$ cat config.mk
export PLATFORM = sky130hd
export DESIGN_NAME = pulse_meter
export DESIGN_NICKNAME = d
export VERILOG_FILES = /design/src/rtl/pulse_meter_pkg.sv /design/src/rtl/pulse_chan_meter.sv /design/src/rtl/pulse_meter.sv
export SDC_FILE = /design/constraint.sdc
export NUM_CORES = 1
export LEC_CHECK = 0
export CORE_MARGIN = 2
export CORE_UTILIZATION = 65
export CTS_CLUSTER_SIZE = 14
export DETAILED_ROUTE_END_ITERATION = 8
export DONT_BUFFER_PORTS = 1
export PLACE_DENSITY = 0.81
export SYNTH_ARGS = -nofsm -noshare
export SYNTH_HDL_FRONTEND = slang
export SYNTH_SLANG_ARGS = --single-unit
$ cat constraint.sdc
create_clock -name sysclk -period 5.73 [get_ports sysclk]
set_input_delay 0.573 -clock sysclk [delete_from_list [all_inputs] [get_ports sysclk]]
set_output_delay 0.573 -clock sysclk [all_outputs]
set_load 0.005 [all_outputs]
$ cat src/rtl/pulse_meter_pkg.sv
// Shared defaults and an elaboration-time helper for the pulse_meter slice.
package pulse_meter_pkg;

    localparam int              CNT_W_DEF   = 24;
    localparam longint unsigned TIMEOUT_DEF = 64'd5_000_000;

    // A limit is usable only if a counter of this width reaches it without ever hitting all-ones.
    function automatic bit timeoutFits(input int width, input longint unsigned limit);
        return (limit > 0) && (width > 0) && (width < 64) &&
               (limit < ((64'd1 << width) - 64'd1));
    endfunction

endpackage

$ cat src/rtl/pulse_chan_meter.sv
// One pulse channel: input synchronizer, edge detect and period/high-time measurement FSM.
module pulse_chan_meter
    import pulse_meter_pkg::*;
#(
    parameter int              CNT_W   = CNT_W_DEF,
    parameter longint unsigned TIMEOUT = TIMEOUT_DEF
) (
    input  logic             clk_i,
    input  logic             rst_ni,
    input  logic             en_i,
    input  logic             pulse_i,
    output logic             rise_o,
    output logic [CNT_W-1:0] period_o,
    output logic [CNT_W-1:0] high_o,
    output logic             valid_o,
    output logic             timeout_o
);

    localparam logic [CNT_W-1:0] LIMIT = CNT_W'(TIMEOUT);

    if (!timeoutFits(CNT_W, TIMEOUT)) begin : gen_timeout_check
        $error("pulse_chan_meter: TIMEOUT must be nonzero and below 2**CNT_W - 1");
    end

    typedef enum logic {
        IDLE,
        MEAS
    } chanState_e;

    chanState_e       state_q;
    logic             pulseMeta_q;
    logic             pulseSync_q;
    logic             pulsePrev_q;
    logic [CNT_W-1:0] cnt_q;
    logic [CNT_W-1:0] hi_q;
    logic [CNT_W-1:0] period_q;
    logic [CNT_W-1:0] high_q;
    logic             valid_q;
    logic             timeout_q;
    logic [CNT_W-1:0] cnt_d;
    logic [CNT_W-1:0] hi_d;

    assign rise_o = pulseSync_q & ~pulsePrev_q;
    assign cnt_d  = cnt_q + CNT_W'(1);
    assign hi_d   = pulseSync_q ? (hi_q + CNT_W'(1)) : hi_q;

    // The synchronizer keeps running while disabled so re-enable sees a settled level.
    always_ff @(posedge clk_i) begin
        if (!rst_ni) begin
            pulseMeta_q <= 1'b0;
            pulseSync_q <= 1'b0;
            pulsePrev_q <= 1'b0;
        end else begin
            pulseMeta_q <= pulse_i;
            pulseSync_q <= pulseMeta_q;
            pulsePrev_q <= pulseSync_q;
        end
    end

    always_ff @(posedge clk_i) begin
        if (!rst_ni) begin
            state_q   <= IDLE;
            cnt_q     <= '0;
            hi_q      <= '0;
            period_q  <= '0;
            high_q    <= '0;
            valid_q   <= 1'b0;
            timeout_q <= 1'b0;
        end else if (!en_i) begin
            state_q <= IDLE;
            cnt_q   <= '0;
            hi_q    <= '0;
            valid_q <= 1'b0;
        end else begin
            valid_q <= 1'b0;
            case (state_q)
                IDLE: begin
                    if (rise_o) begin
                        state_q <= MEAS;
                        cnt_q   <= CNT_W'(1);
                        hi_q    <= CNT_W'(1);
                    end
                end
                MEAS: begin
                    // A rise closes one period and opens the next in the same cycle.
                    if (rise_o) begin
                        period_q  <= cnt_q;
                        high_q    <= hi_q;
                        valid_q   <= 1'b1;
                        timeout_q <= 1'b0;
                        cnt_q     <= CNT_W'(1);
                        hi_q      <= CNT_W'(1);
                    end else if (cnt_q == LIMIT) begin
                        state_q   <= IDLE;
                        timeout_q <= 1'b1;
                        period_q  <= '0;
                        high_q    <= '0;
                        cnt_q     <= '0;
                        hi_q      <= '0;
                    end else begin
                        cnt_q <= cnt_d;
                        hi_q  <= hi_d;
                    end
                end
                default: begin
                    state_q <= IDLE;
                    cnt_q   <= '0;
                    hi_q    <= '0;
                end
            endcase
        end
    end

    assign period_o  = period_q;
    assign high_o    = high_q;
    assign valid_o   = valid_q;
    assign timeout_o = timeout_q;

endmodule

$ cat src/rtl/pulse_meter.sv
// Two-channel pulse meter: per-channel period/high time plus the X-rise to Y-rise delay.
module pulse_meter
    import pulse_meter_pkg::*;
#(
    parameter int              CNT_W   = CNT_W_DEF,
    parameter longint unsigned TIMEOUT = TIMEOUT_DEF
) (
    input  logic             sysclk,
    input  logic             rst_n,
    input  logic             Enable_F3,
    input  logic             Pulse_X,
    input  logic             Pulse_Y,
    output logic [CNT_W-1:0] Period_X,
    output logic [CNT_W-1:0] High_X,
    output logic             Valid_X,
    output logic             Timeout_X,
    output logic [CNT_W-1:0] Period_Y,
    output logic [CNT_W-1:0] High_Y,
    output logic             Valid_Y,
    output logic             Timeout_Y,
    output logic [CNT_W-1:0] Phase_XY,
    output logic             Phase_Valid
);

    localparam logic [CNT_W-1:0] LIMIT = CNT_W'(TIMEOUT);

    typedef enum logic {
        UNARMED,
        ARMED
    } phaseState_e;

    logic             riseX;
    logic             riseY;
    phaseState_e      phaseState_q;
    logic [CNT_W-1:0] pcnt_q;
    logic [CNT_W-1:0] pcnt_d;
    logic [CNT_W-1:0] phase_q;
    logic             phaseValid_q;

    pulse_chan_meter #(
        .CNT_W  (CNT_W),
        .TIMEOUT(TIMEOUT)
    ) u_chan_x (
        .clk_i    (sysclk),
        .rst_ni   (rst_n),
        .en_i     (Enable_F3),
        .pulse_i  (Pulse_X),
        .rise_o   (riseX),
        .period_o (Period_X),
        .high_o   (High_X),
        .valid_o  (Valid_X),
        .timeout_o(Timeout_X)
    );

    pulse_chan_meter #(
        .CNT_W  (CNT_W),
        .TIMEOUT(TIMEOUT)
    ) u_chan_y (
        .clk_i    (sysclk),
        .rst_ni   (rst_n),
        .en_i     (Enable_F3),
        .pulse_i  (Pulse_Y),
        .rise_o   (riseY),
        .period_o (Period_Y),
        .high_o   (High_Y),
        .valid_o  (Valid_Y),
        .timeout_o(Timeout_Y)
    );

    assign pcnt_d = pcnt_q + CNT_W'(1);

    // The X-rise cycle itself counts as delay 0, so the counter is loaded with 1 for the next cycle.
    always_ff @(posedge sysclk) begin
        if (!rst_n) begin
            phaseState_q <= UNARMED;
            pcnt_q       <= '0;
            phase_q      <= '0;
            phaseValid_q <= 1'b0;
        end else if (!Enable_F3) begin
            phaseState_q <= UNARMED;
            pcnt_q       <= '0;
            phaseValid_q <= 1'b0;
        end else begin
            phaseValid_q <= 1'b0;
            if (riseX && riseY) begin
                phaseState_q <= UNARMED;
                phase_q      <= '0;
                phaseValid_q <= 1'b1;
                pcnt_q       <= '0;
            end else if (riseX) begin
                phaseState_q <= ARMED;
                pcnt_q       <= CNT_W'(1);
            end else if (phaseState_q == ARMED) begin
                if (riseY) begin
                    phaseState_q <= UNARMED;
                    phase_q      <= pcnt_q;
                    phaseValid_q <= 1'b1;
                    pcnt_q       <= '0;
                end else if (pcnt_q == LIMIT) begin
                    phaseState_q <= UNARMED;
                    pcnt_q       <= '0;
                end else begin
                    pcnt_q <= pcnt_d;
                end
            end
        end
    end

    assign Phase_XY    = phase_q;
    assign Phase_Valid = phaseValid_q;

endmodule

==> results.yml, run 1 <==
status:
  status: "finished clean"
clock_network:
  cts_tree: "done"
  cts_resized: 0
  cts_hold_buf: 0
  insertion_delay_ns: 0.52
  postCtsSetupBuffers: 0
  cts_buffers: 25
  cts-root-buf: "clkbuf_16"
  cts.sinks: 254
  clk_pin_slew_worst_paths_ns: 0.06
  clockBufferDepth: 3
  cts-htree-levels: 1
detailed_routing:
  routedWlPerCell_um: 19.1
  vias: 9181
  drt_first_pass_iters: 6
  wl_mm: 26.1
  post-route-drc-count: 0
  ant_nets: 0
  drt_iter0_drc: 808
  avgViaCountPerCell: 6.73
hold_path:
  hold_class: "in -> reg"
yosys:
  avgSynthCellArea_um2: 9.20
  ys_seq_area_share_pct: 47.1
  synthArstFlopShare_pct: 0
  synthCells: 1174
  synth_top_flop_cell: "dfxtp_1"
  yosys_warnings: 0
  synth_edf_count: 0
  synth_top_area_share_pct: 47.1
  syn_area_um2: 10800
  ys_ff_latch: 254
  syn_nets: 1187
  synth_area_leaders: "dfxtp_1 (47%), a22o_1 (10%), a21oi_1 (3.9%)"
  synth.largest_area_cell: "dfxtp_1"
  ys_types: 70
global_route:
  grt_use_met3_pct: 5.86
  antenna_found_initial: 1
  track_usage_pct: 28.7
  grt_start_max_net_pins: 50
  top_usage_layer: "met2"
  gr-total-overflow: 0
  grt_pass1_vias: 8261
  grtUsageMet1_pct: 39.8
  grt_pass1_wl_mm: 42.8
  use_met2_pct: 45.2
cells_and_area:
  drive_above_1_share_pct: 7.08
  antenna_cells: 0
  area_delta_synth_final_pct: 8.63
  final_cells: 1364
  layout.nets: 1142
sta:
  max_freq_mhz: 340
  holdWs_ns: 0.173
  slew_viol_final: 0
  slew_headroom_pct: 24.4
  setup_tns_ns: 0
  setup_violations: 0
  fin_worst_skew_ns: 0.0173
  rsz0062_at_grt: "no"
  period_needed_ns: 2.94
  tightest_slew_ns: 1.13
  min_period_over_period_pct: 51.4
  hold_viol: 0
critical_path:
  endpoint: "u_chan_y.hi_q[23]$_SDFFE_PN0P_"
  worst-path-buf-inv: 0
  r2r-end: "u_chan_y.hi_q[23]$_SDFFE_PN0P_"
  crit_slowest_cell: "a2111oi_4"
  critPathLaunchType: "flip-flop"
  timing.reg2reg.setup_slack_ns: 2.79
  path_depth: 5
  crit_arrival_ns: 3.34
  crit_chain: "nand2b_1, a2111oi_4, nand4_1, nor4b_1, mux2_2"
  required_ns: 6.13
  r2r_start: "u_chan_y.pulseSync_q$_SDFF_PN0_"
  end_kind: "flip-flop"
  ff2ff_path_depth: 5
  crit_type: "reg -> reg"
  cp_slowest_stage_delay_ns: 0.58
  path_delay_family: "simple AND/OR/NAND/NOR gates"
  path_max_fanout: 17
  crit_start: "u_chan_y.pulseSync_q$_SDFF_PN0_"
placement:
  port_buffers: 0
  dp_hpwl_mm: 17.2
  place_inst: 1322
  gp_congestion: 0.947
power:
  power_frac_seq_pct: 49.4
  internal-power_mw: 2.87
  combinationalPowerShare_pct: 2.0
  switching_share_pct: 20.2
  clkPwrFrac_pct: 48.6
  p_per_area_nw_per_um2: 306
  p_leak_nw: 3.85
  p_switching_mw: 0.726
  peakVddDrop_mv: 0.242
floorplan:
  dieWidth_um: 133
  dieArea_um2: 17700
  io-pin-count: 130
  dieHeight_um: 133
  core_um2: 16400
  rows: 47
  start_util_pct: 65.8
flow_run:
  max_cap_violations: 0
synthesized netlist by cell type (3+ instances only):
cell	n
ha_1	8
o2111ai_1	4
nor3_1	25
buf_2	16
a21o_1	4
xor2_1	6
buf_6	3
nand2b_1	5
o21a_1	4
o21ai_0	53
a211oi_1	6
nor2b_1	5
nor4_1	18
xnor2_1	12
or4_1	24
clkbuf_1	61
a31o_2	3
buf_1	5
and4_1	12
or3_1	16
or2_2	5
and3_1	16
o211ai_1	9
a21oi_1	84
o22ai_1	5
dfxtp_1	254
mux2i_1	5
nand3b_1	5
a32o_1	3
nor2_1	46
nand2_1	87
and3b_1	3
nand4_1	39
inv_1	31
a22o_1	123
nand3_1	50
a31oi_1	34
nor4b_1	5
a41oi_1	9
and2_1	14
o31ai_1	22
worst register-to-register path, cell delays in order, from the launching register on:
cell and delay, ns:
dfxtp_1 0.46, nand2b_1 0.48, a2111oi_4 0.58, nand4_1 0.43, nor4b_1 0.50, mux2_2 0.38
power groups by stage:
stage / registers [mW] / clock network [mW] / logic, mW
CTS: 1.77 / 1.76 / 0.0720
finish: 1.77 / 1.75 / 0.0734
global route: 1.77 / 1.84 / 0.0798
floorplan: 1.81 / 0 / 0.0533
detailed placement: 1.81 / 0 / 0.0715
global placement: 1.81 / 0 / 0.0705
logic make-up after synthesis:
kind of cell               Yosys count  share of synthesized area, %
and+or+nand+nor                    392                          20.5
muxes                                6                         0.568
adders and majority gates            8                         0.927
buffers and inverters              116                          4.43
AOI/OAI and AO/OA                  380                          25.0
DFF                                254                          47.1
xor gates and xnor gates            18                          1.46
registers in the layout, summed over array words and instances (netlist names), 24 cells and up:
signal,count
Phase_XY,24
pcnt_q,24
u_chan_x.cnt_q,24
u_chan_x.hi_q,24
u_chan_x.high_o,24
u_chan_x.period_o,24
u_chan_y.cnt_q,24
u_chan_y.hi_q,24
u_chan_y.high_o,24
u_chan_y.period_o,24
layout by cell type, fill, tap and decap left out, drive strengths merged, types with 4 or more instances in the layout:
master,netlist,routed
dfxtp,254,254
a41oi,10,10
and2,15,15
nand4,39,39
o211ai,9,9
a31oi,34,34
and3,16,16
a21o,4,4
o21a,4,4
clkbuf,61,34
nand2b,5,5
nor2,46,46
nor4,21,21
a211oi,6,6
nand2,87,87
bufinv,0,5
a21oi,84,84
o2111ai,4,4
a31o,4,4
buf,24,13
xor2,6,6
inv,31,31
nor3,25,25
and4,13,13
mux2i,5,5
or3,19,19
xnor2,12,12
o31ai,23,23
nand3b,5,5
nor4b,7,7
or2,5,5
o22ai,5,5
a22o,124,124
o21ai,54,54
nand3,50,50
ha,8,8
or4,24,24
nor2b,5,5
how the worst min path moves through the flow:
stage / from / to / cells after the start
finish: Enable_F3 / u_chan_x.timeout_o$_SDFFE_PN0P_ / 1
global placement: u_chan_y.pulseMeta_q$_SDFF_PN0_ / u_chan_y.pulseSync_q$_SDFF_PN0_ / 1
floorplan: u_chan_x.pulseMeta_q$_SDFF_PN0_ / u_chan_x.pulseSync_q$_SDFF_PN0_ / 1
detailed placement: u_chan_y.pulseMeta_q$_SDFF_PN0_ / u_chan_y.pulseSync_q$_SDFF_PN0_ / 1
global route: Enable_F3 / u_chan_x.timeout_o$_SDFFE_PN0P_ / 1
CTS: Enable_F3 / u_chan_x.timeout_o$_SDFFE_PN0P_ / 1
stage by stage:
stage          util (%)  cell area (µm²)  setup WS, ns  power (mW)
3_5_place_dp       66.1            10900          2.84        1.88
6_report           71.5            11700          2.79        3.59
3_3_place_gp       66.1            10900          2.95        1.88
5_1_grt            71.5            11700          2.63        3.69
4_1_cts            71.5            11700          2.81        3.61
2_1_floorplan         -            10800          3.60        1.86
cell type report:
type	instances	area, µm²
clock inverter	8	165
sequential	254	5080
tap	220	275
inverter	31	116
clock buffer	34	709
fill	1247	4680
multi-input combinational	804	5280
timing repair buffer	13	97.6
layer usage:
layer / share of wire [%] / up-vias
met1: 45 / 4411
met4: 2.2 / 2
li1: - / 4388
met2: 46 / 324
met3: 7.0 / 56
met5: 0.050 / -
Power figures use the tool's default switching activity.
==> inputs of run 2 (changes only) <==
CORE_UTILIZATION = 63   (was 65)
PLACE_DENSITY = 0.79   (was 0.81)
clock period = 2.78 ns   (was 5.73 ns; I/O delays follow)
==> run 2 against run 1 <==
Effect of this change: worst hold slack got worse by 0.14 ns; non-clock buffer count increased by 31; sequential cell count unchanged; sequential power increased by 110%; via count increased by 1.4%; critical path depth unchanged; critical path type unchanged; largest power group unchanged.
==> results.yml, run 2 (same netlist as run 1, synthesis figures left out) <==
status:
  status: "finished clean"
power:
  p_leak_nw: 3.97
  p_per_area_nw_per_um2: 596
  peakVddDrop_mv: 0.603
clock_network:
  cts_buffers: 26
  cts_resized: 0
  cts_tree: "done"
  clk_pin_slew_worst_paths_ns: 0.06
  clockBufferDepth: 3
  cts-root-buf: "clkbuf_16"
  insertion_delay_ns: 0.52
  cts-htree-levels: 1
  cts.sinks: 254
hold_path:
  hold_class: "in -> reg"
  hold_depth: 3
detailed_routing:
  drt_iter0_drc: 847
  drt_first_pass_iters: 6
  vias: 9313
  routedWlPerCell_um: 19.2
  post-route-drc-count: 0
  ant_nets: 0
  avgViaCountPerCell: 6.68
  wl_mm: 26.8
global_route:
  grt_pass1_vias: 8458
  use_met2_pct: 46.4
  grt_start_max_net_pins: 50
  antenna_found_initial: 1
  top_usage_layer: "met2"
  grtUsageMet1_pct: 38.9
  grt_pass1_wl_mm: 43.3
  track_usage_pct: 28.5
  grt_use_met3_pct: 5.14
  gr-total-overflow: 0
cells_and_area:
  layout.nets: 1174
  layout_common_cells: "dfxtp_1 (254), a22o_1 (123), nand2_1 (87)"
  antenna_cells: 0
  num-fill-cells: 1256
  multi_input_area_um2: 5280
  layout.area.seq_um2: 5080
  final_common_cell: "dfxtp_1"
  drive_above_1_share_pct: 9.28
  area_delta_synth_final_pct: 10.4
critical_path:
  crit_slowest_cell: "nor2_1"
  cp_slowest_stage_delay_ns: 0.64
  path_max_fanout: 9
  crit_type: "reg -> reg"
  path_delay_family: "simple AND/OR/NAND/NOR gates"
  crit_arrival_ns: 2.99
  end_kind: "flip-flop"
  path_depth: 5
  required_ns: 3.18
  ff2ff_path_depth: 5
  critPathLaunchType: "flip-flop"
  worst-path-buf-inv: 0
  crit_chain: "nor4_4, nand4_1, nor2_1, o22ai_1, a311o_1"
sta:
  setup_tns_ns: 0
  max_freq_mhz: 386
  slew_headroom_pct: 44.8
  rsz0062_at_grt: "no"
  tightest_slew_ns: 0.828
  period_needed_ns: 2.59
  fin_worst_skew_ns: 0.0105
  hold_viol: 0
  setup_violations: 0
  layout_setup_ws_ns: 0.189
  slew_viol_final: 0
  min_period_over_period_pct: 93.2
floorplan:
  core_um2: 16600
  start_util_pct: 64.9
  dieArea_um2: 18200
  io-pin-count: 130
  dieHeight_um: 135
  dieWidth_um: 135
  rows: 47
placement:
  gp_congestion: 0.917
  dp_slack_ns: 0.257
  port_buffers: 0
  dp_hpwl_mm: 17.9
flow_run:
  max_cap_violations: 0
==> run 2: changes by cell type in the layout (fill, tap and decap cells not counted) <==
cell and delta:
clkbuf_16 +2, bufinv_16 -5, inv_8 +1, clkinvlp_4 +2, a21oi_2 +1, buf_4 +26, clkinv_4 +1, clkinv_2 -1
a21oi_1 -1, dlygate4sd3_1 +4, buf_12 +1
==> run 2: through the flow <==
step                std cells  hold WS (ns)  total power, mW  utilization [%]  instance area (µm²)
floorplan                1174         0.395             3.84                -                10800
finish                   1395        0.0290             7.11             71.6                11900
global placement         1349         0.402             3.90             66.5                11100
global route             1395        0.0301             7.32             71.6                11900
detailed placement       1349         0.405             3.91             66.5                11100
CTS                      1395       0.00406             7.15             71.6                11900
==> run 2: worst paths after layout <==
kind | from | to | slack, ns
worst max-delay path | u_chan_x.cnt_q[16]$_SDFFE_PN0P_ | u_chan_x.hi_q[23]$_SDFFE_PN0P_ | 0.19
worst min-delay path | rst_n | u_chan_y.hi_q[8]$_SDFFE_PN0P_ | 0.03
worst max register to register | u_chan_x.cnt_q[16]$_SDFFE_PN0P_ | u_chan_x.hi_q[23]$_SDFFE_PN0P_ | 0.19
worst min register to register | u_chan_y.pulseMeta_q$_SDFF_PN0_ | u_chan_y.pulseSync_q$_SDFF_PN0_ | 0.43
==> run 2: report_power, final <==
part	total, mW	internal, mW	switching [mW]
Clock	3.27	1.90	1.37
Sequential	3.65	3.65	0.00758
Combinational	0.182	0.0490	0.133
Total	7.11	5.59	1.51
==> run 2: cell type report <==
class | instances | area share [%]
Inverter | 31 | 0.976
Timing Repair Buffer | 44 | 2.96
Tap cell | 220 | 2.31
Clock inverter | 6 | 0.378
Clock buffer | 36 | 6.37
Multi-Input combinational cell | 804 | 44.3
Sequential cell | 254 | 42.7
==> run 2: layer usage <==
layer	wire length, µm	part of all wire, %
met5	7	0.026
met4	668	2.5
met3	1740	6.5
met2	12600	47
met1	11800	44
==> run 2: timing repair <==
action                                 in CTS  in global routing
setup endpoints to repair                   0                  0
endpoints found under the hold margin       6                  0
setup buffers                               0                  0
hold buffers                                4                  0
==> run 2: worst reg2reg max path, cell delays in order, from the launching register on <==
cell and delay [ns]:
dfxtp_1 0.39, nor4_4 0.44, nand4_1 0.37, nor2_1 0.64
o22ai_1 0.24, a311o_1 0.40
==> inputs of run 3 (changes only) <==
SKIP_LAST_GASP = 1   (was unset)
==> results of run 3 <==
Same layout as run 2: the final DEF is identical, and so are final timing and power.
